`src/rtl/mdu.sv`:
```
// mdu: iterative RV32M multiply/divide unit, 32 cycles per op with start/done handshake.
module mdu (
    input  logic        clk,
    input  logic        rst_n,
    input  logic        start,
    input  logic        kill,
    input  logic [2:0]  funct3,
    input  logic [31:0] op_a,
    input  logic [31:0] op_b,
    input  logic [4:0]  rd_src_in,
    output logic        busy,
    output logic        done,
    output logic        reg_we,
    output logic [4:0]  rd_src,
    output logic [31:0] rd
);
    typedef enum logic [1:0] {IDLE, CALC, FIXUP, DONE} state_t;
    state_t state, state_nx;
    logic [4:0]  cnt;
    logic [4:0]  dst;
    logic [2:0]  f3;
    logic        sa, sb;
    logic [31:0] mag_b;
    logic [63:0] acc;
    logic        div_in, sgn_a_in, sgn_b_in, b_zero, ovf, special;
    logic [31:0] mag_a_in, mag_b_in, spec_res;
    logic [32:0] mul_sum, div_t, div_d;
    logic [63:0] step, prod;
    logic [31:0] quo, rem, res;
    assign div_in   = funct3[2];
    assign sgn_a_in = op_a[31] & (div_in ? !funct3[0] : funct3[1:0] != 2'b11);
    assign sgn_b_in = op_b[31] & (div_in ? !funct3[0] : !funct3[1]);
    assign mag_a_in = sgn_a_in ? -op_a : op_a;
    assign mag_b_in = sgn_b_in ? -op_b : op_b;
    assign b_zero   = op_b == 32'd0;
    assign ovf      = !funct3[0] && op_a == 32'h8000_0000 && op_b == 32'hFFFF_FFFF;
    assign special  = div_in && (b_zero || ovf);
    assign spec_res = b_zero ? (funct3[1] ? op_a : 32'hFFFF_FFFF) : (funct3[1] ? 32'd0 : 32'h8000_0000);
    // acc holds {partial product hi, multiplier} or {remainder, dividend/quotient}
    assign mul_sum = {1'b0, acc[63:32]} + (acc[0] ? {1'b0, mag_b} : 33'd0);
    assign div_t   = {acc[63:32], acc[31]};
    assign div_d   = div_t - {1'b0, mag_b};
    assign step    = f3[2] ? {div_d[32] ? div_t[31:0] : div_d[31:0], acc[30:0], !div_d[32]}
                           : {mul_sum, acc[31:1]};
    assign prod = (sa ^ sb) ? -acc : acc;
    assign quo  = (sa ^ sb) ? -acc[31:0] : acc[31:0];
    assign rem  = sa ? -acc[63:32] : acc[63:32];
    assign res  = f3[2] ? (f3[1] ? rem : quo) : (f3[1:0] == 2'b00 ? prod[31:0] : prod[63:32]);
    assign busy   = state != IDLE;
    assign done   = state == DONE;
    assign reg_we = done && rd_src != 5'd0;
    always_comb begin
        state_nx = state;
        case (state)
            IDLE:  state_nx = start ? (special ? DONE : CALC) : IDLE;
            CALC:  state_nx = kill ? IDLE : (cnt == 5'd31 ? FIXUP : CALC);
            FIXUP: state_nx = kill ? IDLE : DONE;
            DONE:  state_nx = IDLE;
            default: state_nx = IDLE;
        endcase
    end
    always_ff @(posedge clk or negedge rst_n)
        if (!rst_n) state <= IDLE;
        else state <= state_nx;
    always_ff @(posedge clk or negedge rst_n) begin
        if (!rst_n) begin
            cnt    <= 5'd0;
            dst    <= 5'd0;
            f3     <= 3'd0;
            sa     <= 1'b0;
            sb     <= 1'b0;
            mag_b  <= 32'd0;
            acc    <= 64'd0;
            rd     <= 32'd0;
            rd_src <= 5'd0;
        end else if (state == IDLE && start) begin
            f3    <= funct3;
            dst   <= rd_src_in;
            sa    <= sgn_a_in;
            sb    <= sgn_b_in;
            mag_b <= mag_b_in;
            acc   <= {32'd0, mag_a_in};
            cnt   <= 5'd0;
            if (special) begin
                rd     <= spec_res;
                rd_src <= rd_src_in;
            end
        end else if (state == CALC) begin
            acc <= step;
            cnt <= cnt + 5'd1;
        end else if (state == FIXUP && !kill) begin
            rd     <= res;
            rd_src <= dst;
        end
    end
endmodule

```
`config.mk`:
```
export PLATFORM = sky130hd
export DESIGN_NAME = mdu
export DESIGN_NICKNAME = d
export VERILOG_FILES = /design/src/rtl/mdu.sv
export SDC_FILE = /design/constraint.sdc
export NUM_CORES = 1
export LEC_CHECK = 0
export CORE_UTILIZATION = 30
export CTS_CLUSTER_DIAMETER = 200
export DETAILED_ROUTE_END_ITERATION = 12
export HOLD_SLACK_MARGIN = 0.08
export PLACE_DENSITY = 0.5
export SYNTH_ARGS = -nofsm -noshare
export SYNTH_HDL_FRONTEND = slang
export SYNTH_SLANG_ARGS = --single-unit
export TNS_END_PERCENT = 50
```
`constraint.sdc`:
```
create_clock -name clk -period 4 [get_ports clk]
set_input_delay 0.6 -clock clk [delete_from_list [all_inputs] [get_ports clk]]
set_output_delay 0.6 -clock clk [all_outputs]
set_load 0.02 [all_outputs]
```
==> Word-level counts from Yosys, hierarchy flattened <==
Cells that the tools add are included.
{ "totals": {"regBits": 150, "in_bits": 76, "output_inout_bits": 40, "word_cells": 83} }
{ "classes": {"add_sub_neg": 8, "n_eq_ne": 9, "n_mux": 34, "bitwise_logic": 3, "n_reduce_logical": 19} }
{ "ops": {"columns": ["cell", "count"], "rows": [
  ["$mux W32", 16],
  ["$mux W64", 4],
  ["$neg A32 Y32", 4],
  ["$eq A32 B32 Y1 const B", 2],
  ["$neg A64 Y64", 1],
  ["$add A32 B32 Y33", 1],
  ["$sub A33 B32 Y33", 1],
  ["$logic_not A32 Y1", 1],
  ["$mux W5", 6],
  ["$mux W2", 5],
  ["$pmux W2 S4", 1],
  ["$logic_and A1 B1 Y1", 6],
  ["$ne A2 B2 Y1 const B", 3],
  ["$reduce_bool A2 Y1", 3],
  ["$add A5 B1 Y5 const B", 1],
  ["$eq A5 B5 Y1 const B", 1],
  ["$reduce_bool A5 Y1", 1],
  ["$eq A2 B2 Y1 const B", 2],
  ["$logic_not A1 Y1", 4],
  ["$logic_not A2 Y1", 2],
  ["$reduce_and A3 Y1", 1],
  ["$and A1 B1 Y1", 2],
  ["$eq A2 B1 Y1 const B", 1],
  ["$mux W1", 2],
  ["other kinds (2)", 2]
]} }

==> Depth between registers and ports, before layout <==
Gate-level depths: netlist of the first run.
{ "depth": {"depth_word": 8, "ltp_mapped": 16, "depth_no_buf": 14} }

==> Worst setup path before layout of the first run <==
OpenSTA, ideal clock, no wires.
{ "synth_timing": {"kind": "register to register", "startpoint": "register acc[0]", "endpoint": "register acc[58]", "setup_ns": 0.145, "arrival_time_ns": 3.600, "slack_ns": 0.255, "stages_incl_launch_ff": 17, "synth_period_minus_slack_ns": 3.745, "path_cell_list": "dfrtp_1 -> clkbuf_1 -> inv_1 -> clkbuf_1 -> nor2_1 -> ha_1 -> clkbuf_1 -> a21oi_1 -> o221ai_1 -> o31ai_1 -> o21bai_1 -> a221o_1 -> and4_1 -> a2111oi_1 -> o21ai_0 -> o311ai_0 -> o211ai_1"} }
{ "synth_between": {"elab_chain_cells": 5} }
{ "synth_lines": {"columns": ["item", "line", "rtl"], "rows": [
  ["start: declaration", "24", "logic [63:0] acc;"],
  ["start signal: assignment", "82", "acc <= {32'd0, mag_a_in};"],
  ["start signal: assignment", "89", "acc <= step;"],
  ["$mux W32", "40", "assign mul_sum = {1'b0, acc[63:32]} + (acc[0] ? {1'b0, mag_b} : 33'd0);"],
  ["$add A32 B32 Y33", "40", null],
  ["$mux W64", "43", "assign step = f3[2] ? {div_d[32] ? div_t[31:0] : div_d[31:0], acc[30:0], !div_d[32]}"],
  ["$mux W64", "88", "end else if (state == CALC) begin"],
  ["$mux W64", "76", "end else if (state == IDLE && start) begin"]
]} }
No other way between the ends. The select of a mux whose other input is x is not followed.
A chain may end at the register's enable or synchronous reset.

==> Final worst setup path of the first run <==
{ "layout_timing": {"startpoint": "register acc[31]", "endpoint": "register acc[59]"} }
{ "layout_between": {"elab_chain_cells": 5} }
{ "layout_lines": {"columns": ["item", "line", "rtl"], "rows": [
  ["$sub A33 B32 Y33", "42", "assign div_d = div_t - {1'b0, mag_b};"],
  ["$mux W32", "43", null],
  ["$mux W64", "43", null],
  ["$mux W64", "88", null],
  ["$mux W64", "76", null]
]} }
No other way between the ends. The select of a mux whose other input is x is not followed.

==> flow_summary.ini, run 1 <==
[power_and_ir_drop]
p_per_area_nw_per_um2 = 693
p_leak_nw = 7.11
power_mw = 12.0
irDropWorstVdd_mv = 0.342

[final_layout]
fillers = 4910
diodes = 0
syn_to_final_growth_pct = 20.0
layout-drive-gt1-share_pct = 8.82
final_nets = 2156

[detailed_routing]
remaining_drc_errors = 0
routed_wl_microns = 55600
antenna_left = 0
wl_per_cell_microns = 21.2
vias = 14700
routed_via_density = 5.58
dr.pass1.iters = 5
drtIter0Drc = 1386

[setup_path]
path_class = reg2reg
worstPathArrival_ns = 4.11
endpoint_kind = register
reg2reg_from = acc[31]
cpPeakStageDelay_ns = 0.42
crit_slowest_cell = dfrtp_2
path_delay_family = compound AO/OA/AOI/OAI gates
cp-start-kind = register
cp-startpoint = acc[31]
crit_required_ns = 4.35
path_buf_inv = 3
cp_cell_sequence = inv_1 > ha_1 > fa_1 > nand2b_1 > a21oi_2 > o21ai_1 > o21ai_0 > buf_4 > a31oi_2 > o221a_2 > xnor2_2 > buf_4 > o21ai_0 > a21oi_1 > a221o_1
crit_fanout = 8

[placement]
hpwl_microns = 42700
place_congestion = 0.932
port_buffers = 115
dp_slack_ns = -0.0366

[clock_network]
cts-root-buf = clkbuf_16
clk_pin_slew_worst_paths_ns = 0.08
clk_latency_ns = 0.48
numCtsBuffers = 17
cts.htree.levels = 4
clkSinkCount = 150
cts_buffer_depth = 2
tritoncts = yes
hold_buffers = 0

[yosys]
synth_area_per_cell_sq_um = 7.57
netlist_area_sq_um = 14400
yosysTopAreaCell = dfrtp_1
synthMostInstantiatedCell = nand2_1
synth_ff_type = dfrtp_1
ys_top_cells_by_count = 244 x nand2_1, 198 x o21ai_0, 171 x nor2_1, 150 x dfrtp_1, 135 x a21oi_1
yosys_warnings = 0
synth_area_leaders = dfrtp_1 26%, o21ai_0 6.9%, nand2_1 6.4%, xnor2_1 6.3%, ha_1 6.2%
synth_fp_nets = 2049
synth-seq-cells = 150
seq_area_frac_synth_pct = 26.1
synth-edff-count = 0
synth.distinct_cells = 76
syn_inst = 1900
synthArstFlopShare_pct = 100
synth_top_area_share_pct = 26.1

[min_path]
hold_path_class = in2async

[run_status]
status = completed

[sta]
slew_viol_final = 0
setup_tns_ns = 0
clock_skew_ns = 0.0167
rsz0062_at_grt = no
hold_ws_ns = 0.137
tightestPinTransition_ns = 0.937
maxSlewHeadroom_pct = 37.6
hold_violations = 0
max_freq_mhz = 266
setup_ws_ns = 0.244
fin_crit_sh_pct = 93.9
setup-violations-final = 0
fin_crit_ns = 3.76

[global_routing]
track_usage_pct = 22.7
grt_most_used_layer = met2
grt_pass1_vias = 14000
gr-usage-met3_pct = 4.05
grt-ovfl-total = 0
grt_util_met1_pct = 32.3
antenna_found_initial = 0
grt_max_degree = 112
grt_pass1_wl_microns = 86400
met2_usage_pct = 35.8

[floorplan]
ios = 116
rows = 79
start_util_pct = 30.6
core_area_sq_um = 47000
die_height_microns = 221
die_x_microns = 221
dieArea_sq_um = 48800

[job]
drv_cap = 0
layer usage:
metal	vias up	part of all wire, %
met5	-	0
met4	0	1.4
met3	46	5.6
met2	415	45
met1	7153	48
li1	7050	-
sequential cells by signal, indices dropped and copies added, names as in the netlist:
signal	flops
dst	5
sb	1
mag_b	32
rd	32
acc	64
sa	1
cnt	5
state	2
rd_src	5
f3	3
cell type report:
type                       instances  area [sq um]  share of cell area [%]
clock inverter                    14           119                   0.689
multi-input combinational       1553          9960                    57.7
inverter                          66           248                    1.44
clock buffer                      17           425                    2.47
tap                              607           759                    4.40
timing repair buffer             219          1990                    11.5
sequential                       150          3760                    21.8
worst paths after layout:
check                      depth (start not counted)        end  slack (ns)
max reg2reg                                       15    acc[59]        0.24
max                                               15    acc[59]        0.24
min in group clk                                   2     rd[21]        0.47
max in group asynchronous                          2  mag_b[30]        2.87
min reg2reg                                        2     rd[21]        0.47
min                                                1    acc[38]        0.14
metrics by stage:
step | cells | util (%) | cell area [sq um]
detailed placement | 2593 | 35.5 | 16700
global route | 2626 | 36.8 | 17300
CTS | 2626 | 36.7 | 17200
floorplan | 1900 | - | 14400
finish | 2626 | 36.8 | 17300
global placement | 2593 | 35.5 | 16700
worst reg2reg max path, stage by stage, from the launching register on:
cell      delay (ns)
dfrtp_2         0.42
inv_1           0.08
ha_1            0.22
fa_1            0.38
nand2b_1        0.21
a21oi_2         0.23
o21ai_1         0.18
o21ai_0         0.26
buf_4           0.18
a31oi_2         0.16
o221a_2         0.38
xnor2_2         0.20
buf_4           0.21
o21ai_0         0.19
a21oi_1         0.07
a221o_1         0.26
report_power, final:
part | internal, mW | leakage [nW] | total (mW) | switching [mW]
Combinational | 3.12 | 5.07 | 7.81 | 4.69
Clock | 0.805 | 0.257 | 1.60 | 0.791
Sequential | 1.95 | 1.78 | 2.55 | 0.596
Total | 5.88 | 7.11 | 12.0 | 6.08
cells by family (layout without fill, tap and decap cells):
kind of cell               after synthesis  in the layout  share of synthesized area (%)
and+or+nand+nor                        640            640                           20.6
AOI/OAI and AO/OA                      595            595                           26.2
xor gates and xnor gates               197            197                           12.0
buffers and inverters                  197            316                           5.28
DFF                                    150            150                           26.1
adders and majority gates               73             73                           6.45
muxes                                   48             48                           3.42
placed cells by master, fill, tap and decap left out, types with 13 or more instances in the layout:
cell             netlist  final
a211oi_1              14     14
a21o_1                23     23
a21oi_1              135    134
a22oi_1               21     21
a31oi_1               19     17
buf_4                  0     99
clkbuf_16              0     17
clkdlybuf4s50_1        0    114
dfrtp_1              150    148
ha_1                  71     71
inv_1                 64     64
mux2i_1               39     39
nand2_1              244    243
nand2b_1              21     21
nand3_1               37     37
nand4_1               16     16
nor2_1               171    170
nor3_1                45     45
nor4_1                18     18
o211ai_1              40     40
o21ai_0              198    197
o221ai_1              24     24
o31ai_1               20     20
or3_1                 16     16
or4_1                 13     13
xnor2_1              103    101
xor2_1                94     92
what timing repair did:
action                     in CTS  in global routing
gates resized for setup         1                  6
setup buffers                   2                  0
setup endpoints to repair      15                 29
pin swaps                       0                  1
(Power assumes the default switching activity.)
==> run 2, diff against run 1 <==
--- a/config.mk
+++ b/config.mk
@@ -5,11 +5,11 @@
 export SDC_FILE = /design/constraint.sdc
 export NUM_CORES = 1
 export LEC_CHECK = 0
-export CORE_UTILIZATION = 30
+export CORE_UTILIZATION = 47
 export CTS_CLUSTER_DIAMETER = 200
 export DETAILED_ROUTE_END_ITERATION = 12
 export HOLD_SLACK_MARGIN = 0.08
-export PLACE_DENSITY = 0.5
+export PLACE_DENSITY = 0.71
 export SYNTH_ARGS = -nofsm -noshare
 export SYNTH_HDL_FRONTEND = slang
 export SYNTH_SLANG_ARGS = --single-unit
==> flow_summary.ini, run 2 (synthesis gave the netlist of run 1 again) <==
[clock_network]
tritoncts = yes
clk_pin_slew_worst_paths_ns = 0.08
clk_latency_ns = 0.47
clkSinkCount = 150
cts-root-buf = clkbuf_16
cts_buffer_depth = 2
cts.htree.levels = 4
hold_buffers = 0
numCtsBuffers = 17

[power_and_ir_drop]
irDropWorstVdd_mv = 0.374
p_int_mw = 5.95
power_mw = 11.9
p_per_area_nw_per_um2 = 703
p_switching_mw = 5.94
seqPwrFrac_pct = 21.9
combPwrFrac_pct = 63.9
p_leak_nw = 7.06
clkPwrFrac_pct = 14.2
swShare_pct = 50.0

[global_routing]
grt_pass1_vias = 14200
grt_pass1_wl_microns = 79300
track_usage_pct = 32.6
grt_max_degree = 119
grt-ovfl-total = 0
antenna_found_initial = 0

[placement]
dp.cells = 2363
port_buffers = 115
place_congestion = 0.963
hpwl_microns = 37700

[floorplan]
core_area_sq_um = 29900
die_height_microns = 177
ios = 116
die_x_microns = 177
rows = 63
start_util_pct = 48.1
dieArea_sq_um = 31300

[setup_path]
cp-start-kind = register
crit_fanout = 10
cpPeakStageDelay_ns = 0.43
path_class = reg2reg
crit_slowest_cell = dfrtp_1
cp_cell_sequence = inv_1 > ha_1 > fa_1 > nand2b_1 > a21oi_2 > o21ai_0 > o21ai_0 > buf_4 > a31oi_1 > o221a_2 > xor2_4 > buf_4 > nor2_1 > a21oi_1 > o21ai_0
cp_common_cell = o21ai_0
crit_required_ns = 4.28
worstPathArrival_ns = 4.13
endpoint_kind = register

[detailed_routing]
antenna_left = 0
remaining_drc_errors = 0
drtIter0Drc = 1366
dr.pass1.iters = 6
vias = 15100
wl_per_cell_microns = 20.9
routed_wl_microns = 50200
routed_via_density = 6.29

[final_layout]
reg_top3 = acc: 64 flops, mag_b: 32 flops, rd: 32 flops
regMostFlops = acc
diodes = 0
largest_register_ffs = 64
instances_no_fill = 2398
layout_commonest_cell = nand2_1
syn_to_final_growth_pct = 17.6
most-common-layout-cells = 243 x nand2_1, 198 x o21ai_0, 170 x nor2_1, 149 x dfrtp_1, 134 x a21oi_1
final_nets = 2144
layout-drive-gt1-share_pct = 8.07

[sta]
setup-violations-final = 0
setup_tns_ns = 0
clock_skew_ns = 0.0235
hold_violations = 0
max_freq_mhz = 260
rsz0062_at_grt = no
maxSlewHeadroom_pct = 28.3
slew_viol_final = 0
fin_crit_ns = 3.85
tightestPinTransition_ns = 1.07
fin_crit_sh_pct = 96.2

[job]
drv_cap = 0

[min_path]
hold_path_class = in2async

[run_status]
status = completed
-- run 2: cell count changes in the layout (fill, tap and decap cells not counted), moves of 2 or more --
cell / change
buf_4: -12
bufinv_16: +2
clkbuf_1: +2
clkinvlp_4: -2
inv_6: -2
-- run 2: final timing paths --
kind | startpoint | endpoint | slack, ns | depth (start not counted)
hold reg to reg | rd[29] | rd[29] | 0.47 | 2
max in group asynchronous | rst_n | state[1] | 2.98 | 2
hold / removal | rst_n | rd[7] | 0.13 | 1
setup / recovery | acc[31] | acc[53] | 0.15 | 15
min in group clk | rd[29] | rd[29] | 0.47 | 2
setup reg to reg | acc[31] | acc[53] | 0.15 | 15
-- run 2: area by class of cell --
class	count	area [sq um]
inverter	66	248
clock inverter	12	144
sequential	150	3750
clock buffer	20	447
tap	390	488
fill	2810	13000
timing repair buffer	206	1880
multi-input combinational	1554	9960
-- run 2: repair_timing --
action,4_1_cts,5_1_grt
setup buffers,0,2
endpoints found under the hold margin,0,0
resized for setup,0,2
setup endpoints to repair,0,24
-- run 2: per-layer routing --
layer / global-route usage, % / share of wire, %
met1: 46.0 / 44
met2: 50.2 / 45
met3: 6.25 / 9.2
met4: 9.59 / 2.3
met5: 0 / 0
-- run 2: critical path, delay by kind of cell, from the launching register on --
family / cells / cell delay [ns]
AND/OR/NAND/NOR: 2 / 0.25
XOR/XNOR: 1 / 0.28
flip-flops: 1 / 0.43
adder cells (fa/ha/maj): 2 / 0.47
buffers and inverters: 3 / 0.59
AO/OA/AOI/OAI: 7 / 1.64
-- run 2: through the flow --
step           setup slack [ns]  utilization [%]  hold slack, ns  area (sq um)
2_1_floorplan             0.255                -           0.304         14400
3_3_place_gp              0.234             54.5           0.452         16300
3_5_place_dp              0.133             54.5           0.460         16300
4_1_cts                  0.0666             56.5           0.146         16900
5_1_grt                  0.0181             56.6           0.167         16900
6_report                  0.150             56.6           0.128         16900
-- run 2: power groups by stage --
stage | clock (mW) | sequential, mW | combinational [mW]
floorplan | 0 | 2.36 | 5.28
global placement | 0 | 2.59 | 7.21
detailed placement | 0 | 2.60 | 7.31
CTS | 1.70 | 2.58 | 7.36
global route | 1.77 | 2.66 | 8.30
finish | 1.69 | 2.60 | 7.59
==> RTL change: new RTL, config.mk and constraints of run 1 <==
The 4 states of `state_t` get a one-hot encoding in 4 bits.
--- a/src/rtl/mdu.sv
+++ b/src/rtl/mdu.sv
@@ -14,7 +14,7 @@
     output logic [4:0]  rd_src,
     output logic [31:0] rd
 );
-    typedef enum logic [1:0] {IDLE, CALC, FIXUP, DONE} state_t;
+    typedef enum logic [3:0] {IDLE = 4'b0001, CALC = 4'b0010, FIXUP = 4'b0100, DONE = 4'b1000} state_t;
     state_t state, state_nx;
     logic [4:0]  cnt;
     logic [4:0]  dst;
Function: same outputs for any inputs over 4 cycles, from zero or initial values and one cycle with rst_n low; so few cycles prove little.
==> RTL change against run 1 <==
Routed wire length fell by 1.1%. Clock power up 17%. Sequential cell count is 2 higher. Count of clock-buffer cells in the layout is 4 higher. Power rose by 21%. Worst setup slack worse by 0.021 ns. First-iteration DRC count decreased by 9.7%. Combinational power rose by 27%. Synthesized area increased by 2.5%. Final area increased by 2.7%.
==> RTL change: results (changes against run 1) <==
set qor(outcome) {finished clean}
set qor(reg2reg_setup_slack_ns) 0.22 ;# -0.02 ns
set qor(detailedPlacementHpwl_um) 42200 ;# -1.2%
set qor(timing.reg2reg.worst_path_depth) 13 ;# -2
set qor(vdd.ir_drop.worst_mv) 0.461 ;# +35%
set qor(synth_sequential_area_ratio_pct) 25.8 ;# -0.29 points
set qor(clock_insertion_delay_worst_skew_ns) 0.50 ;# +0.02 ns
set qor(design.final.nets) 2174 ;# +0.83%
set qor(detail_route.wirelength_um) 55000 ;# -1.1%
set qor(worst_slew_margin_rel_pct) 32.7 ;# -4.9 points
set qor(grt_pass1_vias) 14400 ;# +2.4%
set qor(antenna_found_initial) 1 ;# +1
set qor(power.leakage_nw) 7.36 ;# +3.6%
set qor(synth.lib_cells_used.distinct) 85 ;# +12%
set qor(drt_iter0_markers) 1251 ;# -9.7%
set qor(critPathCapture) {acc[55]$_DFFE_PN0P_}
set qor(finalWeightedCongestion) 0.905 ;# -2.9%
set qor(yosys-top-cells-area) {dfrtp_1, o21ai_0, xnor2_1, ha_1, nand2_1}
set qor(synthesis.nets) 2077 ;# +1.4%
set qor(fill_cells) 5067 ;# +3.2%
set qor(post_cts.repair.setup_buffers) 0 ;# -2
set qor(vias) 14900 ;# +1.4%
set qor(cp.arrival_ns) 4.13 ;# +0.02 ns
set qor(grt_start_max_net_pins) 77 ;# -31%
set qor(final.hold.worst_slack_ns) 0.108 ;# -0.0292 ns
set qor(drive_above_1_share_pct) 8.78 ;# -0.033 points
## RTL change: changes by cell type in the layout (fill, tap and decap cells not counted), sizes merged, moves of 7 or more
cell	delta
mux2i	+18
o221ai	-9
o31ai	+10
nor2	-29
a211oi	+11
a21oi	-11
o22ai	+9
or3	+12
nand2b	-7
a31oi	+9
xor2	-16
nand2	-18
## RTL change: kinds of logic after synthesis
logic type	after synthesis	synth area share, %
xor gates and xnor gates	184	10.9
buffers and inverters	212	5.64
AOI/OAI and AO/OA	620	26.5
DFF	152	25.8
and+or+nand+nor	623	20.4
adders and majority gates	73	6.30
muxes	64	4.41
## RTL change: where the power goes
| group | total, W | switching (W) | internal [W] |
|---|---|---|---|
| Clock | 0.00188 | 0.000744 | 0.00114 |
| Combinational | 0.00991 | 0.00592 | 0.00399 |
| Sequential | 0.00272 | 0.000707 | 0.00201 |
| Total | 0.0145 | 0.00738 | 0.00713 |
## RTL change: stage by stage
step                instances  setup WS [ns]  area, um^2
CTS                      2694          0.217       17700
finish                   2694          0.223       17700
detailed placement       2662          0.175       17100
floorplan                1928          0.439       14700
global placement         2662          0.230       17100
global route             2694         0.0436       17700
## RTL change: critical path, stage by stage, from the launching register on
cell and delay [ns]:
dfrtp_1 0.46, inv_1 0.09, ha_1 0.22, fa_1 0.42
nand2b_1 0.18, a21oi_1 0.30, o2111ai_1 0.33, nand4b_1 0.31
and2_1 0.18, a31oi_1 0.14, xnor2_2 0.36, buf_12 0.21
mux2i_1 0.29, o221ai_1 0.15
## RTL change: worst min-delay path by stage
stage                                  start                 end  cells after the start
after CTS                              rst_n  rd[21]$_DFFE_PN0P_                      1
after floorplan                        rst_n  acc[0]$_DFFE_PN0P_                      0
after global routing                   rst_n  rd[10]$_DFFE_PN0P_                      1
after global placement    dst[1]$_DFFE_PN0P_  dst[1]$_DFFE_PN0P_                      2
after detailed placement  dst[2]$_DFFE_PN0P_  dst[2]$_DFFE_PN0P_                      2
final                                  rst_n  rd[10]$_DFFE_PN0P_                      1
## RTL change: area by class of cell
class / instances / area (um^2) / share of cell area [%]
Multi-Input combinational cell: 1564 / 10200 / 57.4
Clock buffer: 21 / 460 / 2.60
Inverter: 75 / 282 / 1.59
Timing Repair Buffer: 215 / 1990 / 11.2
Tap cell: 656 / 821 / 4.63
Clock inverter: 11 / 194 / 1.09
Sequential cell: 152 / 3810 / 21.5
## RTL change: metal layers
metal	GRT usage (%)	up-vias	routed length [um]
met4	8.68	0	1730
li1	-	7207	-
met3	3.11	77	2540
met5	0	-	0
met1	29.6	7171	25300
met2	36.3	412	25400
